--- src/rtl/lsu_mem_port_pkg.sv ---
// Shared processor definitions for the load/store unit: FSM states, default widths
// and the word-offset size used for alignment.
package lsu_mem_port_pkg;

  localparam int unsigned DBITS_DEFAULT    = 32;
  localparam int unsigned REG_BITS_DEFAULT = 4;
  localparam int unsigned WORD_OFFSET_BITS = 2;

  typedef enum logic [1:0] {
    LSU_IDLE = 2'd0,
    LSU_BUSY = 2'd1,
    LSU_DONE = 2'd2
  } lsuState_t;

endpackage

--- src/rtl/lsu_mem_port.sv ---
// Load/store unit between execute and writeback: one outstanding word access on a
// req/ack memory port. Optional macro LSU_MISALIGN_TRAP_EN traps unaligned ops.
module lsu_mem_port
  import lsu_mem_port_pkg::*;
#(
  parameter int unsigned DBITS    = DBITS_DEFAULT,
  parameter int unsigned REG_BITS = REG_BITS_DEFAULT
) (
  input  logic                clk,
  input  logic                reset,
  input  logic                exValid,
  input  logic                exIsLoad,
  input  logic                exIsStore,
  input  logic [DBITS-1:0]    exAddr,
  input  logic [DBITS-1:0]    exStoreData,
  input  logic [REG_BITS-1:0] exRegDst,
  output logic                exReady,
  output logic                memReq,
  output logic                memWe,
  output logic [DBITS-1:0]    memAddr,
  output logic [DBITS-1:0]    memWData,
  input  logic                memAck,
  input  logic [DBITS-1:0]    memRData,
  output logic                wbValid,
  output logic [REG_BITS-1:0] wbRegDst,
  output logic [DBITS-1:0]    wbData
`ifdef LSU_MISALIGN_TRAP_EN
  ,
  output logic                misaligned
`endif
);

  localparam logic [DBITS-1:0] ADDR_MASK = ~DBITS'((1 << WORD_OFFSET_BITS) - 1);

  lsuState_t state;
  logic      acceptOp_c;
  logic      offsetBad_c;

  // Both flags set decodes as a load; neither flag means not a memory op.
  assign acceptOp_c = exValid & (exIsLoad | exIsStore);

`ifdef LSU_MISALIGN_TRAP_EN
  assign offsetBad_c = |exAddr[WORD_OFFSET_BITS-1:0];
`else
  assign offsetBad_c = 1'b0;
`endif

  always_ff @(posedge clk) begin
    if (reset) begin
      state    <= LSU_IDLE;
      exReady  <= 1'b1;
      memReq   <= 1'b0;
      memWe    <= 1'b0;
      memAddr  <= '0;
      memWData <= '0;
      wbValid  <= 1'b0;
      wbRegDst <= '0;
      wbData   <= '0;
`ifdef LSU_MISALIGN_TRAP_EN
      misaligned <= 1'b0;
`endif
    end else begin
      wbValid <= 1'b0;
`ifdef LSU_MISALIGN_TRAP_EN
      misaligned <= 1'b0;
`endif
      case (state)
        LSU_IDLE: begin
          if (acceptOp_c) begin
            if (offsetBad_c) begin
`ifdef LSU_MISALIGN_TRAP_EN
              misaligned <= 1'b1;
`endif
            end else begin
              state    <= LSU_BUSY;
              exReady  <= 1'b0;
              memReq   <= 1'b1;
              memWe    <= exIsStore & ~exIsLoad;
              memAddr  <= exAddr & ADDR_MASK;
              memWData <= exStoreData;
              wbRegDst <= exRegDst;
            end
          end
        end
        // Request held with stable payload until the memory acknowledges it.
        LSU_BUSY: begin
          if (memAck) begin
            memReq <= 1'b0;
            if (memWe) begin
              state   <= LSU_IDLE;
              exReady <= 1'b1;
            end else begin
              state   <= LSU_DONE;
              wbData  <= memRData;
              wbValid <= 1'b1;
            end
          end
        end
        LSU_DONE: begin
          state   <= LSU_IDLE;
          exReady <= 1'b1;
        end
        default: begin
          state   <= LSU_IDLE;
          exReady <= 1'b1;
          memReq  <= 1'b0;
        end
      endcase
    end
  end

endmodule

--- config.mk ---
export PLATFORM = sky130hd
export DESIGN_NAME = lsu_mem_port
export DESIGN_NICKNAME = d
export VERILOG_FILES = /design/src/rtl/lsu_mem_port_pkg.sv /design/src/rtl/lsu_mem_port.sv
export SDC_FILE = /design/constraint.sdc
export NUM_CORES = 1
export LEC_CHECK = 0
export ABC_AREA = 1
export ABC_CLOCK_PERIOD_IN_PS = 2900
export CAP_MARGIN = 10
export CORE_MARGIN = 5
export CORE_UTILIZATION = 43
export CTS_BUF_LIST = sky130_fd_sc_hd__clkbuf_4 sky130_fd_sc_hd__clkbuf_8
export CTS_CLUSTER_DIAMETER = 30
export DETAILED_ROUTE_END_ITERATION = 16
export GPL_TIMING_DRIVEN = 0
export PLACE_DENSITY_LB_ADDON = 0.12
export REMOVE_ABC_BUFFERS = 1
export SETUP_SLACK_MARGIN = 0.3
export SLEW_MARGIN = 20
export SYNTH_ARGS = -nofsm -noshare
export SYNTH_HDL_FRONTEND = slang
export SYNTH_SLANG_ARGS = --single-unit
--- constraint.sdc ---
create_clock -name clk -period 2.9 [get_ports clk]
set_clock_uncertainty 0.2 [all_clocks]
set_input_delay 0.435 -clock clk [delete_from_list [all_inputs] [get_ports clk]]
set_output_delay 0.435 -clock clk [all_outputs]
set_load 0.03 [all_outputs]
==> results.toml <==
[detailed_routing]
vias = 3840
routed_wl_microns = 12100
drc = 0
drt-initial-drc-count = 148
via_per_inst = 5.05
firstDrtPassIters = 4
wl_per_cell_microns = 15.9
ant_nets = 0

[setup_path]
r2r_end = "memWe"
critPathTopFamily = "simple AND/OR/NAND/NOR gates"
setup.worst_path.start_class = "flip-flop"
crit_fanout = 69
path_buf_inv = 1
cp.arrival_ns = 2.39
rr_startpoint = "state[1]"
reg2regPathDepth = 4
critPathRequiredTime_ns = 2.98
critPathSlowestCell = "nand3_4"
critPathKind = "reg -> reg"
crit_chain = "nor2_4, buf_12, nand3_4, a211oi_1"
slowest_delay_ns = 0.60
r2r_slack_ns = 0.59
end_kind = "flip-flop"

[placed_design]
gp_congestion = 0.759
numPortBuffers = 205
hpwl_microns = 8560
placed_cell_area_sq_um = 5850

[synthesis]
yosysWarnings = 0
synth-seq-area-share = 0.548
synthTopCellsByArea = "dfxtp_1 (55%), nand2_1 (13%), a21oi_1 (13%)"
syn_inst = 467
synth-seq-cells = 104
synth_area_sq_um = 3800
synthDominantAreaCellType = "dfxtp_1"
synthFlopType = "dfxtp_1"
async_reset_ff_frac = 0
synth-edff-count = 0
yosysTopAreaCellShare = 0.548
postSynthAreaPerCell_sq_um = 8.14
synthTopCellsByCount = "nand2_1 (134), dfxtp_1 (104), a21oi_1 (97)"
synth_cell_types = 22
synth_most_common_cell = "nand2_1"

[floorplanning]
initial_utilization = 0.438
die_x_microns = 104
io-pin-count = 210
dieArea_sq_um = 10800
core_sq_um = 8680
placementRows = 34
fp.dieH_microns = 104

[clock_tree]
numCtsBuffers = 9
clockBufferDepth = 2
path_clk_slew_ns = 0.11
hold_buffers = 0
clk_root_buffer_cell = "clkbuf_8"
cts_tree = "built"
clock_latency_ns = 0.36
post_cts_resized = 0
htree_levels = 3
cts.sinks = 104
cts_setup_buffers = 0

[layout]
nets = 753
fin_area_sq_um = 6070
insertedDiodeCount = 0
drive_gt1_frac = 0.0552
area_delta_synth_final_pct = 59.6
final_util = 0.699

[global_routing]
grt_max_degree = 70
antenna_found_initial = 0
grt_pass1_wl_microns = 19100
grtUsageTotal = 0.213
grt_pass1_vias = 3794
grt_overflow = 0

[run_status]
status = "finished, final reports clean"

[min_path]
min_to = "wbData[18]"
hold_path.class = "reg -> reg"
hp-start = "wbData[18]"
hold_path_depth = 2

[timing]
fin_crit_sh = 0.797
post-route-min-period_ns = 2.31
worst-slew-pin-transition_ns = 0.763
rsz0062_at_grt = "no"
tns_ns = 0
finalSetupViolations = 0
hold_viol_final = 0
max_freq_mhz = 432
slew_headroom = 0.491
maxSlewViolCount = 0

[pwr]
p_leak_uw = 0.00214
total_power_uw = 3190
power_density_nw_per_um2 = 526
ir_drop_v = 0.000301

[job]
maxCapViolCount = 0
==> routing by layer <==
| layer | wire (microns) | global-route usage |
|---|---|---|
| met1 | 4680 | 0.236 |
| met2 | 5930 | 0.370 |
| met3 | 1220 | 0.0863 |
| met4 | 219 | 0.0722 |
| met5 | 0 | 0 |
==> how the worst max path moves through the flow <==
stage	from	cells after the start	to
6_report	state[1]	4	memWe
5_1_grt	state[1]	4	memWe
4_1_cts	state[1]	4	memWe
3_5_place_dp	memAck	6	wbData[23]
3_3_place_gp	reset	2	memWe
2_1_floorplan	state[1]	3	memWe
==> cell type report <==
| class | instances | area, sq um |
|---|---|---|
| fillers | 707 | 2610 |
| repair buffers | 209 | 2140 |
| flip-flops and latches | 104 | 2080 |
| multi-input cells | 318 | 1470 |
| clock buffers | 11 | 151 |
| well taps | 108 | 135 |
| clock inverters | 5 | 62.6 |
| inverters | 5 | 18.8 |
==> per-stage QoR <==
step           hold slack [ns]  std cells  setup WS [ns]
3_3_place_gp             0.247        740          -1.23
3_5_place_dp             0.253        744          0.233
2_1_floorplan            0.297        427          0.174
5_1_grt                  0.284        760          0.403
4_1_cts                  0.268        760          0.545
6_report                 0.264        760          0.588
==> logic make-up after synthesis <==
group | count (synthesis) | share of synthesized area
compound gates | 104 | 0.142
other cells | 1 | 0.000986
flops | 104 | 0.548
simple gates | 212 | 0.242
buf+inv | 46 | 0.0678
==> sequential cells by signal, summed over array words and instances (netlist names), 2 cells and up <==
signal,count
memWData,32
wbRegDst,4
wbData,32
memAddr,30
state,2
==> where the power goes <==
group,internal [uW],leakage [uW],switching (uW),total (uW)
combinational,320,0.00119,372,692
sequential,1500,0.000849,38.9,1540
clock,453,0.000103,503,956
total,2280,0.00214,914,3190
==> cell usage in the layout, fill, tap and decap left out, drive strengths merged <==
cell / instances
a31oi: 1
nand2: 136
bufinv: 1
buf: 5
o21ai: 1
or2: 1
clkdlybuf4s50: 204
nor2: 5
clkinvlp: 2
dfxtp: 104
conb: 2
a21oi: 101
nand3: 69
inv: 7
clkbuf: 11
a211oi: 1
and3: 1
==> worst register-to-register path: stages, from the launching register on <==
cell	delay, ns
dfxtp_1	0.37
nor2_4	0.38
buf_12	0.25
nand3_4	0.61
a211oi_1	0.42
(Power assumes the default switching activity.)
